$ cat src/rtl/cla_topic_free_list_pool.sv
// Topic-value buffer free-pointer pool: FIFO-ordered storage plus a 2-entry prefetch for zero-latency head.
// Latency: release to head 3 cycles into an empty pool; no backpressure, bad or surplus releases are dropped with a flag.

`ifndef TOPIC_VALUE_DEPTH_NBITS
`define TOPIC_VALUE_DEPTH_NBITS 5
`endif

// Generic FIFO with combinational head read; pointers wrap at DEPTH so any depth works.
// Latency: write visible next cycle; caller must never write when full or read when empty.
module cla_fifo #(
  parameter int W     = 8,
  parameter int DEPTH = 4,
  parameter int AW    = (DEPTH > 1) ? $clog2(DEPTH) : 1,
  parameter int CW    = $clog2(DEPTH + 1)
) (
  input  logic          clk,
  input  logic          rst_n,
  input  logic          clr,
  input  logic          wr,
  input  logic [W-1:0]  wdat,
  input  logic          rd,
  output logic [W-1:0]  rdat,
  output logic [CW-1:0] cnt
);
  logic [W-1:0]  mem [DEPTH];
  logic [AW-1:0] wptr;
  logic [AW-1:0] rptr;

  function automatic logic [AW-1:0] ptr_inc(input logic [AW-1:0] p);
    return (p == AW'(DEPTH - 1)) ? '0 : p + 1'b1;
  endfunction

  always_ff @(posedge clk or negedge rst_n) begin
    if (!rst_n) begin
      wptr <= '0;
      rptr <= '0;
      cnt  <= '0;
    end else if (clr) begin
      wptr <= '0;
      rptr <= '0;
      cnt  <= '0;
    end else begin
      if (wr) wptr <= ptr_inc(wptr);
      if (rd) rptr <= ptr_inc(rptr);
      if (wr && !rd)      cnt <= cnt + 1'b1;
      else if (rd && !wr) cnt <= cnt - 1'b1;
    end
  end

  always_ff @(posedge clk) begin
    if (wr && !clr) mem[wptr] <= wdat;
  end

  assign rdat = mem[rptr];
endmodule

module cla_topic_free_list_pool #(
  parameter int BPTR_NBITS = `TOPIC_VALUE_DEPTH_NBITS,
  parameter int NUM_BUFS   = 1 << BPTR_NBITS,
  parameter int BASE_PTR   = 0,
  parameter int LOW_WM     = 4,
  parameter int CNT_NBITS  = $clog2(NUM_BUFS + 1)
) (
  input  logic                  clk,
  input  logic                  rst_n,
  input  logic                  freeb_init,
  input  logic                  rel_buf_valid,
  input  logic [BPTR_NBITS-1:0] rel_buf_ptr,
  input  logic                  free_buf_rd,
  output logic                  free_buf_valid,
  output logic [BPTR_NBITS-1:0] free_buf_ptr,
  output logic                  freeb_init_done,
  output logic [CNT_NBITS-1:0]  free_count,
  output logic                  low_wm,
  output logic                  err_overflow,
  output logic                  err_range,
  output logic                  err_underflow
);
  localparam logic [1:0] S_IDLE  = 2'd0;
  localparam logic [1:0] S_CLEAR = 2'd1;
  localparam logic [1:0] S_FILL  = 2'd2;
  localparam logic [1:0] S_DONE  = 2'd3;
  localparam int OW = BPTR_NBITS + 2;

  logic [1:0]            state;
  logic [1:0]            state_nxt;
  logic [BPTR_NBITS-1:0] fill_idx;
  logic                  s1_vld;
  logic [BPTR_NBITS-1:0] s1_ptr;
  logic [OW-1:0]         s1_off;
  logic                  s1_live;
  logic                  s1_in_range;
  logic                  pool_full;
  logic                  rel_wr;
  logic                  fill_wr;
  logic                  st_wr;
  logic [BPTR_NBITS-1:0] st_wdat;
  logic                  st_rd;
  logic [BPTR_NBITS-1:0] st_rdat;
  logic [CNT_NBITS-1:0]  st_cnt;
  logic [1:0]            pf_cnt;
  logic                  pop;
  logic                  clr;

  always_comb begin
    state_nxt = state;
    case (state)
      S_IDLE:  state_nxt = S_CLEAR;
      S_CLEAR: state_nxt = S_FILL;
      S_FILL:  state_nxt = (fill_idx == BPTR_NBITS'(NUM_BUFS - 1)) ? S_DONE : S_FILL;
      S_DONE:  state_nxt = freeb_init ? S_IDLE : S_DONE;
      default: state_nxt = S_IDLE;
    endcase
  end

  always_ff @(posedge clk or negedge rst_n) begin
    if (!rst_n) begin
      state           <= S_IDLE;
      fill_idx        <= '0;
      freeb_init_done <= 1'b0;
    end else begin
      state           <= state_nxt;
      freeb_init_done <= (state_nxt == S_DONE);
      if (state == S_CLEAR)     fill_idx <= '0;
      else if (state == S_FILL) fill_idx <= fill_idx + 1'b1;
    end
  end

  // Release stage: only captured in DONE, and discarded if the FSM left DONE meanwhile.
  always_ff @(posedge clk or negedge rst_n) begin
    if (!rst_n) begin
      s1_vld <= 1'b0;
      s1_ptr <= '0;
    end else begin
      s1_vld <= rel_buf_valid && (state == S_DONE);
      s1_ptr <= rel_buf_ptr;
    end
  end

  // A negative offset sets the top bit, so one subtract covers both pool bounds.
  assign s1_off      = {2'b00, s1_ptr} - OW'(BASE_PTR);
  assign s1_in_range = !s1_off[OW-1] && (s1_off[OW-2:0] < (OW-1)'(NUM_BUFS));
  assign s1_live     = s1_vld && (state == S_DONE);
  assign pool_full   = (free_count == CNT_NBITS'(NUM_BUFS));
  assign err_range    = s1_live && !s1_in_range;
  assign err_overflow = s1_live && s1_in_range && pool_full;
  assign rel_wr       = s1_live && s1_in_range && !pool_full;

  assign fill_wr = (state == S_FILL);
  assign st_wr   = fill_wr || rel_wr;
  assign st_wdat = fill_wr ? (BPTR_NBITS'(BASE_PTR) + fill_idx) : s1_ptr;
  assign clr     = (state == S_CLEAR);

  assign free_buf_valid = freeb_init_done && (pf_cnt != 2'd0);
  assign pop            = free_buf_rd && free_buf_valid;
  assign st_rd          = (st_cnt != '0) && (state != S_FILL) && (pf_cnt != 2'd2);

  cla_fifo #(.W(BPTR_NBITS), .DEPTH(NUM_BUFS), .CW(CNT_NBITS)) u_store (
    .clk   (clk),
    .rst_n (rst_n),
    .clr   (clr),
    .wr    (st_wr),
    .wdat  (st_wdat),
    .rd    (st_rd),
    .rdat  (st_rdat),
    .cnt   (st_cnt)
  );

  cla_fifo #(.W(BPTR_NBITS), .DEPTH(2), .CW(2)) u_prefetch (
    .clk   (clk),
    .rst_n (rst_n),
    .clr   (clr),
    .wr    (st_rd),
    .wdat  (st_rdat),
    .rd    (pop),
    .rdat  (free_buf_ptr),
    .cnt   (pf_cnt)
  );

  always_ff @(posedge clk or negedge rst_n) begin
    if (!rst_n) begin
      free_count    <= '0;
      low_wm        <= 1'b0;
      err_underflow <= 1'b0;
    end else begin
      low_wm        <= (free_count <= CNT_NBITS'(LOW_WM));
      err_underflow <= free_buf_rd && !free_buf_valid;
      if (clr)                free_count <= '0;
      else if (st_wr && !pop) free_count <= free_count + 1'b1;
      else if (pop && !st_wr) free_count <= free_count - 1'b1;
    end
  end
endmodule

$ cat config.mk
export PLATFORM = sky130hd
export DESIGN_NAME = cla_topic_free_list_pool
export DESIGN_NICKNAME = d
export VERILOG_FILES = /design/src/rtl/cla_topic_free_list_pool.sv
export SDC_FILE = /design/constraint.sdc
export NUM_CORES = 1
export LEC_CHECK = 0
export ABC_AREA = 1
export CELL_PAD_IN_SITES_DETAIL_PLACEMENT = 0
export CELL_PAD_IN_SITES_GLOBAL_PLACEMENT = 1
export CORE_UTILIZATION = 55
export DETAILED_ROUTE_END_ITERATION = 8
export DONT_BUFFER_PORTS = 1
export PLACE_DENSITY_LB_ADDON = 0.1
export SETUP_SLACK_MARGIN = 0.15
export SYNTH_ARGS = -nofsm -noshare
export SYNTH_HDL_FRONTEND = slang
export SYNTH_SLANG_ARGS = --single-unit
$ cat constraint.sdc
create_clock -name clk -period 4.19 [get_ports clk]
set_input_delay 0.838 -clock clk [delete_from_list [all_inputs] [get_ports clk]]
set_output_delay 0.838 -clock clk [all_outputs]
set_load 0.005 [all_outputs]
======== Yosys cells after proc, flatten, opt, wreduce, memory -nomap -nowiden ========
Memory sizes are Yosys's and may differ from the RTL's.
Cells that the tools add are included.
word-level totals
  bits in read-only memories .............. 0
  flip-flop bits (word level) ............. 42
  input bits .............................. 10
  latch bits .............................. 0
  memory bits (writable) .................. 170
  memories kept ........................... 2
  logic and storage cells ................. 107
  output and inout bits ................... 17
operators by class
  muxes and demuxes ....................... 31
  div/mod/pow operators ................... 0
  $mul .................................... 0
  eq/ne operators ......................... 10
  reduce and logical (&&, ||, !) cells .... 37
  add/sub/neg operators ................... 11
  $lt $le $gt $ge ......................... 2
  bitwise gates (word level) .............. 0
  shift-type cells ........................ 0
memories
  name            words  width  rd ports  clocked after memory_dff  wr ports  line  text
  u_store.mem     32     5      1         0                         1         25    logic [W-1:0] mem [DEPTH];
  u_prefetch.mem  2      5      1         0                         1         25
operators with widths
  operator               count
  $mux W5                9
  $mux W6                6
  $logic_and A1 B1 Y1    19
  $add A5 B1 Y5 const B  3
  $eq A5 B5 Y1 const B   3
  $add A6 B1 Y6 const B  2
  $sub A6 B1 Y6 const B  2
  $mux W1                11
  $reduce_bool A2 Y1     5
  $reduce_bool A3 Y1     3
  $mux W2                4
  $pmux W2 S4            1
  $logic_not A1 Y1       7
  $eq A2 B2 Y1 const B   3
  $eq A6 B6 Y1 const B   1
  $le A6 B3 Y1 const B   1
  $lt A5 B6 Y1 const B   1
  $reduce_bool A6 Y1     1
  $ne A2 B2 Y1 const B   2
  $add A1 B1 Y1 const B  2
  $add A2 B1 Y2 const B  1
  $eq A2 B1 Y1 const B   1
  $logic_not A2 Y1       1
  $sub A2 B1 Y2 const B  1
  $logic_or A1 B1 Y1     1

======== Longest topological paths before layout ========
Gate-level depths: netlist of the first run.
  word-level depth ........................ 10
  depth in mapped cells ................... 15
  mapped depth without buffers ............ 14

======== By module ========
Synthesis of the first run repeated with hierarchy kept, for this count alone.
second synthesis, totals
  cells, all modules ...................... 896
  area total of the unflattened synthesis .. 9452.8 um^2
modules (own cells, without submodules)
  module                    times used  area an instance (um^2)  cells each  seq. area each (um^2)
  cla_fifo at u_store       1           7539.7                   694         5205.0
  cla_topic_free_list_pool  1           1320.0                   151         550.5
  cla_fifo at u_prefetch    1           593.1                    51          400.4

======== Least setup slack after synthesis of the first run ========
No wires, ideal clock.
  path type ............................... register to register
  start ................................... register state[0]
  end ..................................... memory u_store.mem[0][4] (netlist bit) (data pin)
  setup time .............................. 0.454 ns
  slack ................................... 1.432 ns
  period minus slack after synthesis ...... 2.758 ns
  required time ........................... 3.736 ns
  arrival ................................. 2.304 ns
  buffers on the path ..................... 1
  cell stages (with the launch flop) ...... 6
  cell sequence ........................... dfrtp_1 inv_1 ha_1 inv_1 clkbuf_1 o21ai_0
between the ends
  word-level cells in the longest chain between the ends .. 2
ends and longest elaborated chain
  item                      line  text
  start: declaration        85    logic [1:0] state;
  start signal: assignment  122   state <= state_nxt;
  $eq A2 B2 Y1              149   assign fill_wr = (state == S_FILL);
  $mux W5                   151   assign st_wdat = fill_wr ? (BPTR_NBITS'(BASE_PTR) + fill_idx) : s1_ptr;
  net st_wdat[4]            97    logic [BPTR_NBITS-1:0] st_wdat;
  end: declaration          25
The timed path passes the listed nets, and every way through them passes these cells.

======== Worst setup path in the final report of the first run ========
  start ................................... register state[0]
  end ..................................... memory u_store.mem[11][0] (netlist bit), enable pin
between the ends
  word-level cells in the longest chain between the ends .. 8
  elaborated cells between the ends (all ways) .. 11
  those cells by class .................... eq/ne (3); mux (2); reduce/logical (6)
ends and longest elaborated chain
  item                               line  text
  $eq A2 B2 Y1                       143   assign s1_live = s1_vld && (state == S_DONE);
  $logic_and A1 B1 Y1                143
  $logic_and A1 B1 Y1 (2 in a row)   147   assign rel_wr = s1_live && s1_in_range && !pool_full;
  $logic_or A1 B1 Y1                 150   assign st_wr = fill_wr || rel_wr;
  $logic_and A1 B1 Y1 (*)            51    if (wr && !clr) mem[wptr] <= wdat;
  $mux W1 (*)                        51
  $mux W1 (implied by the code) (*)  51
Mark *: on every way between the ends. The rest lies on a longest branch, timed or not.

==> flow_summary.yaml, run 1 <==
layout:
  nets: 857
  drive_gt1_share_pct: 8.10
  diodes: 0
  finish.utilization_pct: 61.9
  areaGrowthSynthToFinish_pct: 10.6
flow_run:
  max-cap-violations: 0
routing:
  drcViolationCount: 0
  first_iter_violations: 604
  postRouteAntennaNets: 0
  vias: 6143
  routed_wl_um: 20500
  first_pass_iters: 4
  via_per_inst: 5.80
  wl_per_cell_um: 19.4
critical_path:
  arrival_ns: 2.92
  critical_path_class: "reg2reg"
  cp-end-kind: "flip-flop"
  cp.required_ns: 4.34
  slowest_delay_ns: 0.50
  cp_slowest_cell: "nor2_1"
  cp_max_fo: 15
  start_kind: "flip-flop"
  worstPathCellList: "inv_1, ha_1, inv_1, nand2_4, nand2_4, inv_2, nand2_1, nor2_1"
  cp_top_family: "simple AND/OR/NAND/NOR gates"
  critical_path_buf_inv_count: 3
placed_design:
  finalWeightedCongestion: 0.893
  port_buffers: 0
  hpwl_um: 13100
cts:
  cts_buffer_depth: 3
  cts_buffers: 22
  cts_hold_buffers: 0
  cts_setup_buffers: 0
  cts_tree: "built"
  clk_pin_slew_ns: 0.06
  insertion_delay_ns: 0.50
  cts_resized: 0
  cts_sinks: 212
  root_buffer: "clkbuf_16"
  cts-htree-levels: 1
timing:
  finClkSkew_ns: 0.00937
  timing.fmax_mhz: 361
  max_slew_margin_pct: 30.1
  finalCriticalPeriod_ns: 2.77
  finalMaxSlewViolations: 0
  tightestPinTransition_ns: 1.04
  setup_viol_count_final: 0
  tns_ns: 0
  rsz0062_at_grt: "false"
  hold_viol: 0
  period_share_pct: 66.0
yosys:
  syn_inst: 833
  synthFlopType: "edfxtp_1"
  synth.area.top_cells: "edfxtp_1, dfrtp_1, nor2_1"
  yosys_register_bits: 212
  synth_cell_types: 36
  synth_edf_count: 170
  synth_top_cell_area_share_pct: 55.2
  syn-num-nets: 866
  ys_seq_area_share_pct: 66.5
  synthArstFlopShare_pct: 19.8
  yosysMostFrequentCell: "edfxtp_1"
  ys_warn_count: 0
  synth.top_cells.by_count: "edfxtp_1, nor2_1, nand2_1"
  yosys.area.top_type: "edfxtp_1"
  avgSynthCellArea_um2: 11.1
  syn_area_um2: 9250
grt:
  grt_pass1_vias: 6147
  grt_antenna_before_repair: 0
  grt_max_degree: 83
  grt_use_total_pct: 24.4
  grt_first_pass_wirelength_um: 32600
  grt-ovfl-total: 0
pwr:
  finalPower_w: 0.00815
  power_density_nw_per_um2: 796
  p_leak_nw: 3.77
  ir_drop_v: 0.000595
floorplan:
  initial_utilization_pct: 56.0
  core_region_area_um2: 16500
  die_h_um: 132
  die_w_um: 132
  ios: 27
  rows: 47
  dieArea_um2: 17300
status:
  status: "complete, no violations"
min_path:
  min_path_type: "in2async"
==> through the flow <==
step           worst slack [ns]  instance area [um2]  hold WS (ns)  instances
2_1_floorplan              1.43                 9250         0.513        833
3_3_place_gp               1.55                 9430         0.529       1020
3_5_place_dp               1.41                 9430         0.543       1020
4_1_cts                    1.39                10200       0.00524       1060
5_1_grt                    1.22                10200       0.00926       1060
6_report                   1.42                10200        0.0270       1060
==> cells in the final DEF (no fill, tap or decap), drive strengths merged <==
cell / Yosys / routed
conb: 1 / 1
clkinv: 0 / 5
bufinv: 0 / 5
o22ai: 42 / 42
dfrtp: 42 / 42
o21ai: 116 / 116
xnor2: 4 / 4
inv: 46 / 46
xor2: 6 / 6
ha: 21 / 21
fa: 2 / 2
o21bai: 1 / 1
nor3: 1 / 1
edfxtp: 170 / 170
a21oi: 12 / 12
clkbuf: 26 / 30
a31oi: 2 / 2
buf: 11 / 4
nand4: 2 / 2
and2: 1 / 1
nand2: 114 / 114
nor2: 141 / 141
o211ai: 1 / 1
a211oi: 1 / 1
nand3: 66 / 66
nand3b: 4 / 4
==> sequential cells by signal, summed over array words and instances (netlist names) <==
signal,cells
err_underflow,1
freeb_init_done,1
low_wm,1
state,2
u_store.cnt,6
u_store.mem,160
free_count,6
u_prefetch.cnt,2
u_prefetch.mem,10
u_prefetch.wptr,1
s1_vld,1
fill_idx,5
u_store.rptr,5
u_store.wptr,5
u_prefetch.rptr,1
s1_ptr,5
==> path summary, 6_finish.rpt <==
kind	startpoint	to	slack [ns]	cells past startpoint
worst min-delay path	rst_n	low_wm$_DFF_PN0_	0.03	0
worst min register to register	u_store.cnt[4]$_DFFE_PN0P_	u_store.cnt[4]$_DFFE_PN0P_	0.56	2
min in group clk	rel_buf_ptr[0]	s1_ptr[0]$_DFF_PN0_	0.37	0
max in group asynchronous	rst_n	s1_ptr[0]$_DFF_PN0_	4.07	0
worst max register to register	state[0]$_DFF_PN0_	u_store.mem[11][0]$_DFFE_PP_	1.42	8
worst max-delay path	state[0]$_DFF_PN0_	u_store.mem[11][0]$_DFFE_PP_	1.42	8
==> logic make-up after synthesis <==
logic type / synth area share (%)
adder cells (fa/ha/maj): 3.27
other: 0.0405
AO/OA/AOI/OAI: 10.2
buffers and inverters: 3.77
XOR/XNOR: 0.946
flip-flops: 66.5
AND/OR/NAND/NOR: 15.2
==> where the power goes <==
part	internal (W)	total [W]	switching [W]
logic	0.000890	0.00297	0.00208
clock network	0.00136	0.00213	0.000766
registers	0.00279	0.00305	0.000265
total	0.00504	0.00815	0.00311
==> cell type report <==
type,count,area (um2)
inverters,46,175
well taps,220,275
clock inverters,10,175
fillers,1310,6290
repair buffers,4,30.0
flip-flops and latches,212,6160
clock buffers,30,632
multi-input cells,538,2790
==> per-layer routing <==
metal	vias up	share of wire (%)	global-route usage, %
li1	2916	-	-
met1	2988	44	34.8
met2	196	47	38.8
met3	43	6.1	3.51
met4	0	2.5	8.59
met5	-	0	0
(Power assumes the default switching activity.)
==> run 2: changes to the inputs <==
--- a/config.mk
+++ b/config.mk
@@ -8,7 +8,7 @@
 export ABC_AREA = 1
 export CELL_PAD_IN_SITES_DETAIL_PLACEMENT = 0
 export CELL_PAD_IN_SITES_GLOBAL_PLACEMENT = 1
-export CORE_UTILIZATION = 55
+export CORE_UTILIZATION = 46
 export DETAILED_ROUTE_END_ITERATION = 8
 export DONT_BUFFER_PORTS = 1
 export PLACE_DENSITY_LB_ADDON = 0.1
==> constraint.sdc (replaced) <==
create_clock -name clk -period 2.5 [get_ports clk]
set_input_delay 0.5 -clock clk [delete_from_list [all_inputs] [get_ports clk]]
set_output_delay 0.5 -clock clk [all_outputs]
set_load 0.005 [all_outputs]
==> flow_summary.yaml, run 2 (synthesized netlist as in run 1, its figures left out) <==
floorplan:
  rows: 51
  core_region_area_um2: 19600
  ios: 27
  dieArea_um2: 20700
  initial_utilization_pct: 47.2
  die_w_um: 144
  die_h_um: 144
timing:
  rsz0062_at_grt: "true"
  finalMaxSlewViolations: 0
  finClkSkew_ns: 0.0107
  period_share_pct: 91.2
  timing.fmax_mhz: 438
  finalCriticalPeriod_ns: 2.28
  max_slew_margin_pct: 47.5
  tns_ns: 0
  whs_ns: 0.0204
  hold_viol: 0
  setup_viol_count_final: 0
  tightestPinTransition_ns: 0.786
critical_path:
  cp.required_ns: 2.90
  crit_end: "free_count[5]$_DFFE_PN0P_"
  r2r_start: "state[1]$_DFF_PN0_"
  critical_path_buf_inv_count: 1
  cp_max_fo: 10
  worstPathCellList: "ha_1, nand2_1, inv_1, nand2_4, nand2_8, nand2_4, ha_1, nand2_1, nor2_1, nand2_1, o211ai_1, nand3_1, nand3_1, nand2_1"
  timing.rr.end: "free_count[5]$_DFFE_PN0P_"
  cp_top_family: "simple AND/OR/NAND/NOR gates"
  arrival_ns: 2.68
  reg2regPathDepth: 14
  slowest_delay_ns: 0.40
  cp_slowest_cell: "dfrtp_1"
  critical_path_class: "reg2reg"
  cp_common_cell: "nand2_1"
  crit_path_start: "state[1]$_DFF_PN0_"
  cp-end-kind: "flip-flop"
  reg2reg_slack_ns: 0.22
  crit_cells: 14
  start_kind: "flip-flop"
grt:
  grt_use_total_pct: 21.8
  grt_pass1_vias: 6321
  grt_antenna_before_repair: 0
  grt_first_pass_wirelength_um: 33900
  grt_max_degree: 61
  grt-ovfl-total: 0
placed_design:
  finalWeightedCongestion: 0.818
  hpwl_um: 14100
  dp.cells: 1106
  port_buffers: 0
pwr:
  power_density_nw_per_um2: 1310
  ir_drop_v: 0.000976
  p_leak_nw: 4.02
layout:
  top_register: "u_store.mem"
  fin_cells: 1157
  diodes: 0
  largest_register_ffs: 160
  nets: 907
  largestRegisters: "u_store.mem (160), u_prefetch.mem (10)"
  final_cell_mix: "edfxtp_1, nor2_1, nand2_1, o21ai_0, nand3_1"
  drive_gt1_share_pct: 14.1
  areaGrowthSynthToFinish_pct: 16.1
  final_common_cell: "edfxtp_1"
routing:
  vias: 6267
  postRouteAntennaNets: 0
  wl_per_cell_um: 18.5
  drcViolationCount: 0
  first_pass_iters: 5
  first_iter_violations: 340
  via_per_inst: 5.42
  routed_wl_um: 21400
flow_run:
  max-cap-violations: 0
min_path:
  min_path_type: "in2reg"
cts:
  cts_buffer_depth: 3
  insertion_delay_ns: 0.51
  cts_buffers: 24
  cts-htree-levels: 1
  clk_pin_slew_ns: 0.06
  cts_sinks: 212
  cts_tree: "built"
  root_buffer: "clkbuf_16"
status:
  status: "complete, no violations"
run 2: where the power goes:
part / switching (W) / internal [W] / total, W
Combinational: 0.00371 / 0.00178 / 0.00549
Clock: 0.00138 / 0.00224 / 0.00362
Sequential: 0.000326 / 0.00466 / 0.00499
Total: 0.00542 / 0.00869 / 0.0141
run 2: per-stage QoR:
stage / setup WS, ns / total power [W] / area, um2 / utilization (%)
after global routing: 0.0617 / 0.0150 / 10700 / 54.8
after detailed placement: 0.207 / 0.0103 / 9780 / 49.9
after CTS: 0.209 / 0.0140 / 10600 / 54.3
final: 0.219 / 0.0141 / 10700 / 54.8
after floorplan: -0.258 / 0.00868 / 9250 / -
after global placement: 0.334 / 0.0102 / 9780 / 49.9
run 2: repair_timing:
action / CTS / global route
hold buffers: 2 / 0
setup buffers: 0 / 4
setup endpoints to repair: 0 / 40
endpoints found under the hold margin: 42 / 0
resized for setup: 0 / 14
run 2: layer usage:
layer  vias up  global-route usage (%)  share of wire, %
met1      3069                    30.3                46
met4         0                    6.33               2.2
met3        40                    2.77               4.3
met2       136                    36.0                47
li1       3022                       -                 -
met5         -                       0                 0
run 2: worst reg2reg max path, stage by stage (launching register included):
cell	delay [ns]
dfrtp_1	0.40
ha_1	0.22
nand2_1	0.09
inv_1	0.10
nand2_4	0.09
nand2_8	0.12
nand2_4	0.12
ha_1	0.38
nand2_1	0.10
nor2_1	0.11
nand2_1	0.06
o211ai_1	0.12
nand3_1	0.12
nand3_1	0.10
nand2_1	0.05
run 2: how the worst min path moves through the flow:
stage                                        to            from  slack, ns  cells past startpoint
floorplan               err_underflow$_DFF_PN0_           rst_n       0.20                      0
global placement      free_count[3]$_DFFE_PN0P_           rst_n       0.21                      0
detailed placement  u_prefetch.rptr$_DFFE_PN0P_           rst_n       0.21                      0
CTS                         s1_ptr[3]$_DFF_PN0_  rel_buf_ptr[3]      0.003                      0
global route                s1_ptr[3]$_DFF_PN0_  rel_buf_ptr[3]      0.004                      0
finish                      s1_ptr[0]$_DFF_PN0_  rel_buf_ptr[0]       0.02                      0
run 2: layout make-up:
| type | count | area [um2] |
|---|---|---|
| Clock buffer | 29 | 641 |
| Clock inverter | 15 | 181 |
| Fill cell | 1727 | 8850 |
| Inverter | 46 | 175 |
| Multi-Input combinational cell | 539 | 2840 |
| Sequential cell | 212 | 6160 |
| Tap cell | 265 | 332 |
| Timing Repair Buffer | 51 | 418 |
